`config.mk`:
```
export PLATFORM = sky130hd
export DESIGN_NAME = grid_io_cfg_bank
export DESIGN_NICKNAME = d
export VERILOG_FILES = /design/src/rtl/grid_io_cfg_bank.sv
export SDC_FILE = /design/constraint.sdc
export NUM_CORES = 1
export LEC_CHECK = 0
export CAP_MARGIN = 20
export CORE_AREA = 2 2 49 51
export CTS_BUF_LIST = sky130_fd_sc_hd__clkbuf_4 sky130_fd_sc_hd__clkbuf_8
export DETAILED_ROUTE_END_ITERATION = 16
export DIE_AREA = 0 0 51 53
export PLACE_DENSITY = 0.77
export REMOVE_ABC_BUFFERS = 1
export SYNTH_ARGS = -nofsm -noshare
export SYNTH_HDL_FRONTEND = slang
export SYNTH_SLANG_ARGS = --single-unit
export TNS_END_PERCENT = 5
```
`constraint.sdc`:
```
create_clock -name prog_clk -period 1.5 [get_ports prog_clk]
set_input_delay 0.15 -clock prog_clk [delete_from_list [all_inputs] [get_ports prog_clk]]
set_output_delay 0.15 -clock prog_clk [all_outputs]
set_load 0.01 [all_outputs]
```
`src/rtl/grid_io_cfg_bank.sv`:
```
// Right-edge I/O bank tile: NUM_IO pads behind a shadowed config chain segment.
// Shift into the shadow register, commit atomically to the active register, rotate for readback.
module grid_io_pad_lane (
  input  logic cfg_bit,
  input  logic isol_n,
  input  logic pad_val,
  input  logic fab_val,
  output logic dir,
  output logic pad_drive,
  output logic fab_pick
);
  // cfg_bit=1 selects input mode; isolation forces the safe input state with nothing driven
  assign dir       = ~isol_n | cfg_bit;
  assign pad_drive = isol_n & ~cfg_bit & fab_val;
  assign fab_pick  = isol_n & cfg_bit & pad_val;
endmodule

module grid_io_cfg_bank #(
  parameter int NUM_IO = 4,
  parameter int CW     = $clog2(NUM_IO+1)
) (
  input  logic              prog_clk,
  input  logic              prog_reset,
  input  logic              ccff_head,
  input  logic              ccff_shift_en,
  input  logic              ccff_readback,
  input  logic              ccff_commit,
  input  logic              isol_n,
  input  logic [NUM_IO-1:0] gfpga_pad_io_soc_in,
  input  logic [NUM_IO-1:0] core_outpad,
  output logic              ccff_tail,
  output logic [NUM_IO-1:0] gfpga_pad_io_soc_out,
  output logic [NUM_IO-1:0] gfpga_pad_io_soc_dir,
  output logic [NUM_IO-1:0] core_inpad,
  output logic [CW-1:0]     cfg_count,
  output logic              cfg_ready,
  output logic              cfg_overrun,
  output logic              commit_rej
);
  localparam int RW = (NUM_IO > 1) ? $clog2(NUM_IO) : 1;
  localparam logic [CW-1:0] FULL    = CW'(NUM_IO);
  localparam logic [RW-1:0] ROT_MAX = RW'(NUM_IO-1);

  typedef enum logic [1:0] {EMPTY, LOADING, READY, OVERRUN} state_t;

  state_t            state;
  logic [NUM_IO-1:0] shadow, active;
  logic [RW-1:0]     rot_pos;
  logic              load_shift, rb_shift, commit_ok, shift_in;

  assign load_shift = ccff_shift_en & ~ccff_readback;
  assign rb_shift   = ccff_shift_en & ccff_readback;
  // Only a fully loaded, un-rotated shadow may be committed
  assign commit_ok  = ccff_commit && (state == READY) && (rot_pos == '0);
  assign shift_in   = ccff_readback ? shadow[NUM_IO-1] : ccff_head;
  assign ccff_tail  = shadow[NUM_IO-1];

  always_ff @(posedge prog_clk) begin
    if (prog_reset) begin
      state       <= EMPTY;
      shadow      <= '0;
      active      <= '1;
      rot_pos     <= '0;
      cfg_count   <= '0;
      cfg_ready   <= 1'b0;
      cfg_overrun <= 1'b0;
      commit_rej  <= 1'b0;
    end else begin
      commit_rej <= ccff_commit & ~commit_ok;
      if (ccff_shift_en) shadow <= (shadow << 1) | NUM_IO'(shift_in);
      if (commit_ok) active <= shadow;
      if (rb_shift) rot_pos <= (rot_pos == ROT_MAX) ? '0 : rot_pos + RW'(1);

      if (commit_ok) begin
        // A load shift in the commit cycle is the first bit of the next load
        cfg_overrun <= 1'b0;
        cfg_count   <= load_shift ? CW'(1) : '0;
        cfg_ready   <= load_shift && (FULL == CW'(1));
        state       <= !load_shift ? EMPTY : (FULL == CW'(1)) ? READY : LOADING;
      end else if (load_shift) begin
        case (state)
          EMPTY, LOADING: begin
            cfg_count <= cfg_count + CW'(1);
            cfg_ready <= (cfg_count + CW'(1)) == FULL;
            state     <= ((cfg_count + CW'(1)) == FULL) ? READY : LOADING;
          end
          READY: begin
            cfg_overrun <= 1'b1;
            cfg_ready   <= 1'b0;
            state       <= OVERRUN;
          end
          default: begin
            // Overrun recovery: this shift starts a fresh load
            cfg_overrun <= 1'b0;
            cfg_count   <= CW'(1);
            cfg_ready   <= FULL == CW'(1);
            state       <= (FULL == CW'(1)) ? READY : LOADING;
          end
        endcase
      end
    end
  end

  for (genvar i = 0; i < NUM_IO; i++) begin : g_lane
    grid_io_pad_lane u_lane (
      .cfg_bit   (active[i]),
      .isol_n    (isol_n),
      .pad_val   (gfpga_pad_io_soc_in[i]),
      .fab_val   (core_outpad[i]),
      .dir       (gfpga_pad_io_soc_dir[i]),
      .pad_drive (gfpga_pad_io_soc_out[i]),
      .fab_pick  (core_inpad[i])
    );
  end
endmodule

```
==> flow_summary.json <==
{
  "outcome": "finished, final reports clean",
  "relSlewSlack_pct": 78.7,
  "final_cell_mix": "clkdlybuf4s50_1 (20), dfxtp_1 (15), nor2_1 (13), nand2_1 (13), inv_1 (9)",
  "wl_um": 2010,
  "numCtsBuffers": 3,
  "fin_ws_ns": 0.0748,
  "period_share_pct": 95.0,
  "syn_to_final_growth_pct": 35.3,
  "path_clk_slew_ns": 0.10,
  "grt_first_pass_wirelength_um": 3270,
  "yosysWarnings": 0,
  "fin_crit_ns": 1.43,
  "netlist_area_sq_um": 967,
  "die_x_um": 51,
  "synth_area_leader_cell": "dfxtp_1",
  "syn_inst": 113,
  "path_cells": "ha_1 > ha_1 > or4_1 > o31ai_1",
  "antenna_found_initial": 0,
  "cp_slowest_cell": "or4_1",
  "critPathKind": "reg2reg",
  "drc": 0,
  "fillerInstances": 192,
  "rows": 17,
  "p_sw_mw": 0.242,
  "seq_area_sq_um": 364,
  "die_area_sq_um": 2700,
  "tightest_slew_ns": 0.315,
  "final_common_cell": "clkdlybuf4s50_1",
  "cp_max_fo": 4,
  "final.setup_skew_ns": 0.00253,
  "maxSlewViolCount": 0,
  "post_route_cells_drive_above_1_share_pct": 10.8,
  "crit_required_ns": 1.72,
  "max_cap_violations": 0,
  "final_cells": 167,
  "vias": 832,
  "cts_tree": "done",
  "crit_path_start_kind": "flip-flop",
  "synth_seq_cells": 18,
  "io-pin-count": 34,
  "synth.avg_cell_area_sq_um": 8.56,
  "vdd_drop_max_v": 0.000614,
  "postPlaceCellArea_sq_um": 1250,
  "synth_edf_count": 0,
  "hold_path.class": "reg2reg",
  "max_freq_mhz": 702,
  "htreeDepth": 1,
  "rsz0062_at_grt": "no",
  "cts-root-buf": "clkbuf_4",
  "p_per_area_nw_per_um2": 753,
  "layout.nets": 159,
  "start_util_pct": 45.0,
  "fin_hold_ws_ns": 0.487,
  "insertion_delay_ns": 0.29,
  "ys_types": 30,
  "via_per_inst": 4.98,
  "endpoint_kind": "flip-flop",
  "post_cts_buffers": 0,
  "globalRouteOverflowTotal": 0,
  "ys_top_cells_by_area": "dfxtp_1 (37%), buf_4 (9.3%), ha_1 (5.2%)",
  "cts_num_sinks": 18,
  "yosysTopAreaCellShare_pct": 37.3,
  "hold_violations": 0,
  "postLayoutCoreUtil_pct": 60.9,
  "fp.dieH_um": 53,
  "port_buffers": 33,
  "p_int_mw": 0.744,
  "dp_hpwl_um": 1580,
  "grtUsageTotal_pct": 16.1,
  "ys_seq_area_share_pct": 37.3,
  "dp_cells": 163,
  "crit_top_cell": "ha_1",
  "ys.flop_type": "dfxtp_1",
  "finalSetupTns_ns": 0,
  "wl_per_cell_um": 12.0,
  "multiInputGateArea_sq_um": 469,
  "finalSetupViolations": 0,
  "p_clk_share_pct": 30.2,
  "post-place-ws_ns": -0.156,
  "detail-route-antenna-nets": 0,
  "routabilityCongestion": 0.761,
  "diodes": 0,
  "slowest_delay_ns": 0.46,
  "cp.arrival_ns": 1.64,
  "finalPower_mw": 0.986,
  "clockBufferDepth": 2,
  "p_comb_share_pct": 17.4,
  "core_sq_um": 2150,
  "grt_pass1_vias": 784,
  "seqPwrFrac_pct": 52.4,
  "leakage_nw": 0.633,
  "swShare_pct": 24.5,
  "drt_iter0_markers": 10,
  "async_flop_share_pct": 0,
  "dr.pass1.iters": 4,
  "stdcell_area_sq_um": 1310,
  "grt_max_degree": 11
}
## worst paths after layout
path | startpoint | to | slack (ns) | cells past startpoint
setup / recovery | cfg_count[0] | cfg_count[2] | 0.07 | 4
hold reg to reg | active[3] | active[3] | 0.49 | 2
setup reg to reg | cfg_count[0] | cfg_count[2] | 0.07 | 4
hold / removal | active[3] | active[3] | 0.49 | 2
## cell usage after synthesis, types with 2 or more instances
cell      number
nand3_1        2
inv_1          9
mux2i_1        5
and3_1         4
nand3b_1       4
and2b_1        2
dfxtp_1       18
buf_4         12
a21oi_1        5
nand2b_1       5
nor2_1        13
ha_1           4
nand2_1       13
## state kept, by name, summed over array words and instances (netlist names)
name	cells
active	4
cfg_count	3
cfg_overrun	1
cfg_ready	1
commit_rej	1
rot_pos	2
shadow	4
state	2
## per-layer routing
| metal | GRT usage [%] | wire length, um | vias to the layer above |
|---|---|---|---|
| met5 | 0 | 0 | - |
| met4 | 8.11 | 9 | 0 |
| met3 | 3.95 | 171 | 2 |
| met2 | 28.4 | 936 | 29 |
| met1 | 18.1 | 890 | 382 |
| li1 | - | - | 419 |
## logic make-up (layout without fill, tap and decap cells)
group,after synthesis,after routing,share of synthesized area [%]
simple gates,49,49,27.9
buf+inv,24,50,14.9
flops,18,18,37.3
compound gates,13,13,9.57
mux,5,5,5.17
fa+ha+maj,4,4,5.17
## cell type report
type                       count  area share (%)
clock buffer                   4            2.77
inverter                       9            2.58
multi-input combinational     71            35.9
sequential                    18            27.8
tap                           28            2.68
timing repair buffer          37            28.3
## worst max-delay path, delay by kind of cell, from the launching register on
family	cells	cell delay, ns
AND/OR/NAND/NOR	1	0.46
adder cells (fa/ha/maj)	2	0.46
AO/OA/AOI/OAI	1	0.07
flip-flops	1	0.35
## power groups by stage
stage               clock [mW]  combinational [mW]  sequential, mW
finish                   0.298               0.172           0.516
global route             0.336               0.187           0.520
detailed placement           0               0.176           0.527
CTS                      0.309               0.173           0.515
floorplan                    0              0.0726           0.525
global placement             0               0.171           0.525
## timing repair
item,CTS,global route
setup endpoints to repair,11,9
gates resized for setup,6,11
hold buffers,0,0
Power figures use the tool's default switching activity.
